`config.mk`:
```
export PLATFORM = sky130hd
export DESIGN_NAME = anabellek_denetleyici
export DESIGN_NICKNAME = d
export VERILOG_FILES = /design/src/rtl/anabellek_denetleyici.sv
export SDC_FILE = /design/constraint.sdc
export NUM_CORES = 1
export LEC_CHECK = 0
export CAP_MARGIN = 20
export CELL_PAD_IN_SITES_DETAIL_PLACEMENT = 0
export CELL_PAD_IN_SITES_GLOBAL_PLACEMENT = 2
export CORE_MARGIN = 2
export CORE_UTILIZATION = 34
export CTS_BUF_LIST = sky130_fd_sc_hd__clkbuf_4 sky130_fd_sc_hd__clkbuf_8 sky130_fd_sc_hd__clkbuf_16
export CTS_CLUSTER_DIAMETER = 80
export DETAILED_ROUTE_END_ITERATION = 16
export PLACE_DENSITY_LB_ADDON = 0.1
export SYNTH_ARGS = -nofsm -noshare
export SYNTH_HDL_FRONTEND = slang
export SYNTH_SLANG_ARGS = --single-unit
```
`constraint.sdc`:
```
create_clock -name clk_i -period 3.2 [get_ports clk_i]
set_input_delay 0.64 -clock clk_i [delete_from_list [all_inputs] [get_ports clk_i]]
set_output_delay 0.64 -clock clk_i [all_outputs]
set_load 0.005 [all_outputs]
```
`src/rtl/anabellek_denetleyici.sv`:
```
// Main-memory controller: turns single 128-bit block read/write requests from a
// cache controller into four 32-bit beats on a word-wide memory port.
// Optional build macro ANABELLEK_ZAMAN_ASIMI_EN adds a per-beat timeout
// (ZAMAN_ASIMI_CEVRIM cycles) that ends the block early with hata_o set.
module anabellek_denetleyici #(
    parameter int unsigned ZAMAN_ASIMI_CEVRIM = 1024
) (
    input  logic         clk_i,
    input  logic         rst_i,
    input  logic         istek_i,
    input  logic [31:0]  adres_i,
    input  logic         oku_i,
    input  logic         yaz_i,
    input  logic [127:0] yazilacak_obek_i,
    output logic         musait_o,
    output logic         hazir_o,
    output logic [127:0] okunan_obek_o,
    output logic         hata_o,
    output logic         bellek_istek_o,
    output logic         bellek_yaz_o,
    output logic [31:0]  bellek_adres_o,
    output logic [31:0]  bellek_veri_o,
    input  logic         bellek_gecerli_i,
    input  logic [31:0]  bellek_veri_i
);

    localparam int unsigned KELIME_W   = 32;
    localparam int unsigned KELIME_SAY = 4;
    localparam int unsigned SAYAC_W    = 2;
    localparam int unsigned TABAN_W    = 28;

    typedef enum logic [1:0] {
        BOSTA = 2'd0,
        OKU   = 2'd1,
        YAZ   = 2'd2,
        TAMAM = 2'd3
    } durum_t;

    durum_t               durum_r;
    logic [SAYAC_W-1:0]   sayac_r;
    logic [TABAN_W-1:0]   taban_r;
    logic [KELIME_W-1:0]  yaz_tampon_r [KELIME_SAY];
    logic [KELIME_W-1:0]  oku_tampon_r [KELIME_SAY];

    logic calisiyor_c;
    logic kabul_c;
    logic son_vurus_c;
    logic zaman_asimi_c;

    // The low nibble of the request address is a byte offset inside the block.
    logic unused_adres_c;
    assign unused_adres_c = ^adres_i[3:0];

    // Request handshake and beat-phase decode.
    assign calisiyor_c = (durum_r == OKU) || (durum_r == YAZ);
    assign kabul_c     = (durum_r == BOSTA) && istek_i && (oku_i || yaz_i);
    assign son_vurus_c = bellek_gecerli_i && (sayac_r == SAYAC_W'(KELIME_SAY - 1));

`ifdef ANABELLEK_ZAMAN_ASIMI_EN
    localparam int unsigned BEKLE_W = $clog2(ZAMAN_ASIMI_CEVRIM + 1);

    logic [BEKLE_W-1:0] bekle_r;
    logic               hata_r;

    assign zaman_asimi_c = calisiyor_c && !bellek_gecerli_i &&
                           (bekle_r == BEKLE_W'(ZAMAN_ASIMI_CEVRIM - 1));
    assign hata_o        = hata_r;

    // Per-beat wait counter and sticky timeout flag (cleared by the next accepted request).
    always_ff @(posedge clk_i or negedge rst_i) begin
        if (!rst_i) begin
            bekle_r <= '0;
            hata_r  <= 1'b0;
        end else if (kabul_c) begin
            bekle_r <= '0;
            hata_r  <= 1'b0;
        end else if (calisiyor_c) begin
            if (bellek_gecerli_i || zaman_asimi_c) begin
                bekle_r <= '0;
            end else begin
                bekle_r <= bekle_r + BEKLE_W'(1);
            end
            if (zaman_asimi_c) begin
                hata_r <= 1'b1;
            end
        end
    end
`else
    // Without the timeout the controller waits for the memory indefinitely.
    logic unused_zaman_c;
    assign unused_zaman_c = (ZAMAN_ASIMI_CEVRIM == 32'd0);
    assign zaman_asimi_c  = 1'b0;
    assign hata_o         = 1'b0;
`endif

    // Controller FSM with beat counter, latched base address and block buffers.
    always_ff @(posedge clk_i or negedge rst_i) begin
        if (!rst_i) begin
            durum_r <= BOSTA;
            sayac_r <= '0;
            taban_r <= '0;
            for (int unsigned k = 0; k < KELIME_SAY; k++) begin
                yaz_tampon_r[k] <= '0;
                oku_tampon_r[k] <= '0;
            end
        end else begin
            case (durum_r)
                BOSTA: begin
                    if (kabul_c) begin
                        taban_r <= adres_i[31:4];
                        sayac_r <= '0;
                        for (int unsigned k = 0; k < KELIME_SAY; k++) begin
                            yaz_tampon_r[k] <= yazilacak_obek_i[KELIME_W*k +: KELIME_W];
                        end
`ifdef ANABELLEK_ZAMAN_ASIMI_EN
                        // A timed-out read must show zeros for the words it never got.
                        if (!yaz_i) begin
                            for (int unsigned k = 0; k < KELIME_SAY; k++) begin
                                oku_tampon_r[k] <= '0;
                            end
                        end
`endif
                        durum_r <= yaz_i ? YAZ : OKU;
                    end
                end
                OKU, YAZ: begin
                    if (bellek_gecerli_i) begin
                        if (durum_r == OKU) begin
                            oku_tampon_r[sayac_r] <= bellek_veri_i;
                        end
                        sayac_r <= sayac_r + SAYAC_W'(1);
                        if (son_vurus_c) begin
                            durum_r <= TAMAM;
                        end
                    end else if (zaman_asimi_c) begin
                        sayac_r <= '0;
                        durum_r <= TAMAM;
                    end
                end
                TAMAM: begin
                    durum_r <= BOSTA;
                end
                default: begin
                    durum_r <= BOSTA;
                end
            endcase
        end
    end

    // Output decode straight from the state and buffer registers.
    assign musait_o       = (durum_r == BOSTA);
    assign hazir_o        = (durum_r == TAMAM);
    assign bellek_istek_o = calisiyor_c;
    assign bellek_yaz_o   = (durum_r == YAZ);
    assign bellek_adres_o = calisiyor_c ? {taban_r, sayac_r, 2'b00} : '0;
    assign bellek_veri_o  = (durum_r == YAZ) ? yaz_tampon_r[sayac_r] : '0;
    assign okunan_obek_o  = {oku_tampon_r[3], oku_tampon_r[2], oku_tampon_r[1], oku_tampon_r[0]};

endmodule

```
==> impl_metrics.tcl <==
set metrics [dict create \
    hold_class "primary input to asynchronous set/reset pin" \
    initial_core_util_pct 34.2 \
    grt_pass1_wl_mm 47.3 \
    fin_area_um2 17800 \
    dp_slack_ns 0.506 \
    timing.hold.ws_ns 0.0608 \
    drc 0 \
    yosys.cell_count.top_type "dfrtp_1" \
    globalRouteTotalUtil_pct 16.8 \
    coreArea_um2 35300 \
    die_height_um 193 \
    routedWlPerCell_um 19.2 \
    path_clk_slew_ns 0.06 \
    fin_crit_sh_pct 93.9 \
    grt_max_degree 83 \
    crit_path_start_kind "flop" \
    place_inst 1574 \
    num_rows 69 \
    cts_tree "done" \
    syn-cell-area_um2 12100 \
    outcome "finished, final reports clean" \
    postLayoutCoreUtil_pct 50.5 \
    cp-end-kind "output pin" \
    area_growth_pct 47.4 \
    drive_gt1_share_pct 34.6 \
    p_per_area_nw_per_um2 981 \
    finalMaxSlewViolations 0 \
    die-area_um2 37100 \
    via_per_inst 4.68 \
    setup_viol 0 \
    synth.largest_area_cell "dfrtp_1" \
    drtPass1Iterations 4 \
    clock_path_buffers 3 \
    max-slew-margin-rel_pct 62.4 \
    dp_hpwl_mm 22.0 \
    rr_worst_depth 7 \
    vias 7663 \
    yosysWarnings 0 \
    ys_async_sr_fraction_pct 100 \
    critPathCapture "bellek_adres_o[30]" \
    worst-path-max-fanout 33 \
    globalplace.congestion 0.717 \
    power.leakage_nw 7.57 \
    nets 1359 \
    startpoint "durum_r[1]" \
    die_x_um 193 \
    synthTopCellsByCount "288 x dfrtp_1, 284 x mux2_2, 62 x and2_1, 32 x mux4_2, 25 x buf_2" \
    syn_inst 752 \
    drtIter0Drc 256 \
    place_area_um2 16600 \
    crit_arrival_ns 2.37 \
    hold_buffers 0 \
    boundaryPins 395 \
    critPathRequiredTime_ns 2.56 \
    synth-seq-cells 288 \
    path_class "flop to output pin" \
    synth.distinct_cells 21 \
    hold_violations 0 \
    worstMarginPinSlew_ns 0.562 \
    synth_area_per_cell_um2 16.1 \
    peakVddDrop_uv 514 \
    fin_ws_ns 0.194 \
    fmax_ghz 0.333 \
    final_cells 1639 \
    cts-buffers-inserted 35 \
    cts_sinks 288 \
    insertion_delay_ns 0.50 \
    wl_mm 31.4 \
    io_buffers 387 \
    antenna_found_initial 4 \
    synth.area.top_cells "dfrtp_1 60%, mux2_2 26%, mux4_2 6.0%, and2_1 3.2%, buf_2 1.0%" \
    reg2reg_slack_ns 1.04 \
    r2r_start "sayac_r[0]" \
    synth_edf_count 0 \
    grt_pass1_vias 7835 \
    ant_nets 0 \
    yosysSeqAreaShare_pct 59.6 \
    timing.max_cap.violations 0 \
    cts_max_level 2 \
    fin_crit_ns 3.01 \
    clock_skew_ns 0.0145 \
    clock-root-buffer "clkbuf_16" \
    finalPower_mw 17.5 \
    grt_overflow_total 0 \
    r2r-end "okunan_obek_o[9]" \
    setup_tns_ns 0 \
    synth_top_area_share_pct 59.6 \
    synth_flop_cell "dfrtp_1" \
    rsz0062_at_grt "false" \
]
-- logic make-up after synthesis --
logic type / count (synthesis) / share of synthesized area, %
fa+ha+maj: 10 / 1.03
flops: 288 / 59.6
mux: 319 / 32.7
compound gates: 5 / 0.321
simple gates: 77 / 3.87
buf+inv: 52 / 2.46
other cells: 1 / 0.0310
-- layout by cell type (no fill, tap or decap) --
cell type	instances
a211o_1	1
mux2i_1	3
mux4_2	32
o21ai_0	1
diode_2	2
clkbuf_16	37
clkdlybuf4s50_1	386
buf_8	2
mux2_2	284
a22oi_1	1
o211ai_4	1
a21oi_1	1
dfrtp_2	2
clkbuf_4	6
nand3_1	4
nand3_2	4
dfrtp_1	286
clkbuf_8	9
conb_1	3
nand3b_1	3
ha_1	10
and2_1	62
buf_4	8
inv_1	4
clkinv_2	8
buf_12	12
nand2_1	3
bufinv_16	2
nand2b_1	1
-- per-layer routing --
metal | GRT usage (%) | vias up | part of all wire [%]
met3 | 6.13 | 49 | 9.2
met5 | 0 | - | 0.041
met4 | 4.29 | 2 | 1.9
met1 | 21.0 | 3878 | 41
li1 | - | 3481 | -
met2 | 27.5 | 253 | 48
-- flip-flops by register name (all words and copies together), names as in the netlist --
signal         count
yaz_tampon_r     128
sayac_r            2
taban_r           28
okunan_obek_o    128
durum_r            2
-- layout make-up --
cell class                      count  area (um2)
Antenna cell                        2        5.00
Clock buffer                       52        1090
Tap cell                          461         577
Sequential cell                   288        7210
Timing Repair Buffer              408        4190
Fill cell                        3107       17500
Inverter                            4        15.0
Clock inverter                     10         100
Multi-Input combinational cell    414        4620
-- worst max-delay path: stages (launching register included) --
cell and delay [ns]:
dfrtp_1 0.40, inv_1 0.11, ha_1 0.44, buf_8 0.24
and2_1 0.15, clkdlybuf4s50_1 0.55
-- report_power, final --
part / switching (mW) / total (mW) / internal, mW
clock network: 1.50 / 4.02 / 2.52
logic: 2.38 / 7.19 / 4.82
registers: 0.821 / 6.26 / 5.44
-- timing repair --
action                     4_1_cts  5_1_grt
gates cloned                     0        0
setup endpoints to repair        5       30
gates resized for setup          0        2
setup buffers                    1        0
-- how the worst min path moves through the flow --
stage	slack [ns]	start	cells past startpoint	endpoint
after global routing	0.09	rst_i	1	okunan_obek_o[67]
after detailed placement	0.48	taban_r[15]	1	taban_r[15]
after global placement	0.48	taban_r[19]	1	taban_r[19]
after CTS	0.07	rst_i	1	okunan_obek_o[67]
final	0.06	rst_i	1	okunan_obek_o[7]
after floorplan	0.34	rst_i	0	durum_r[0]
No activity file was read; power rests on OpenSTA's default activity.
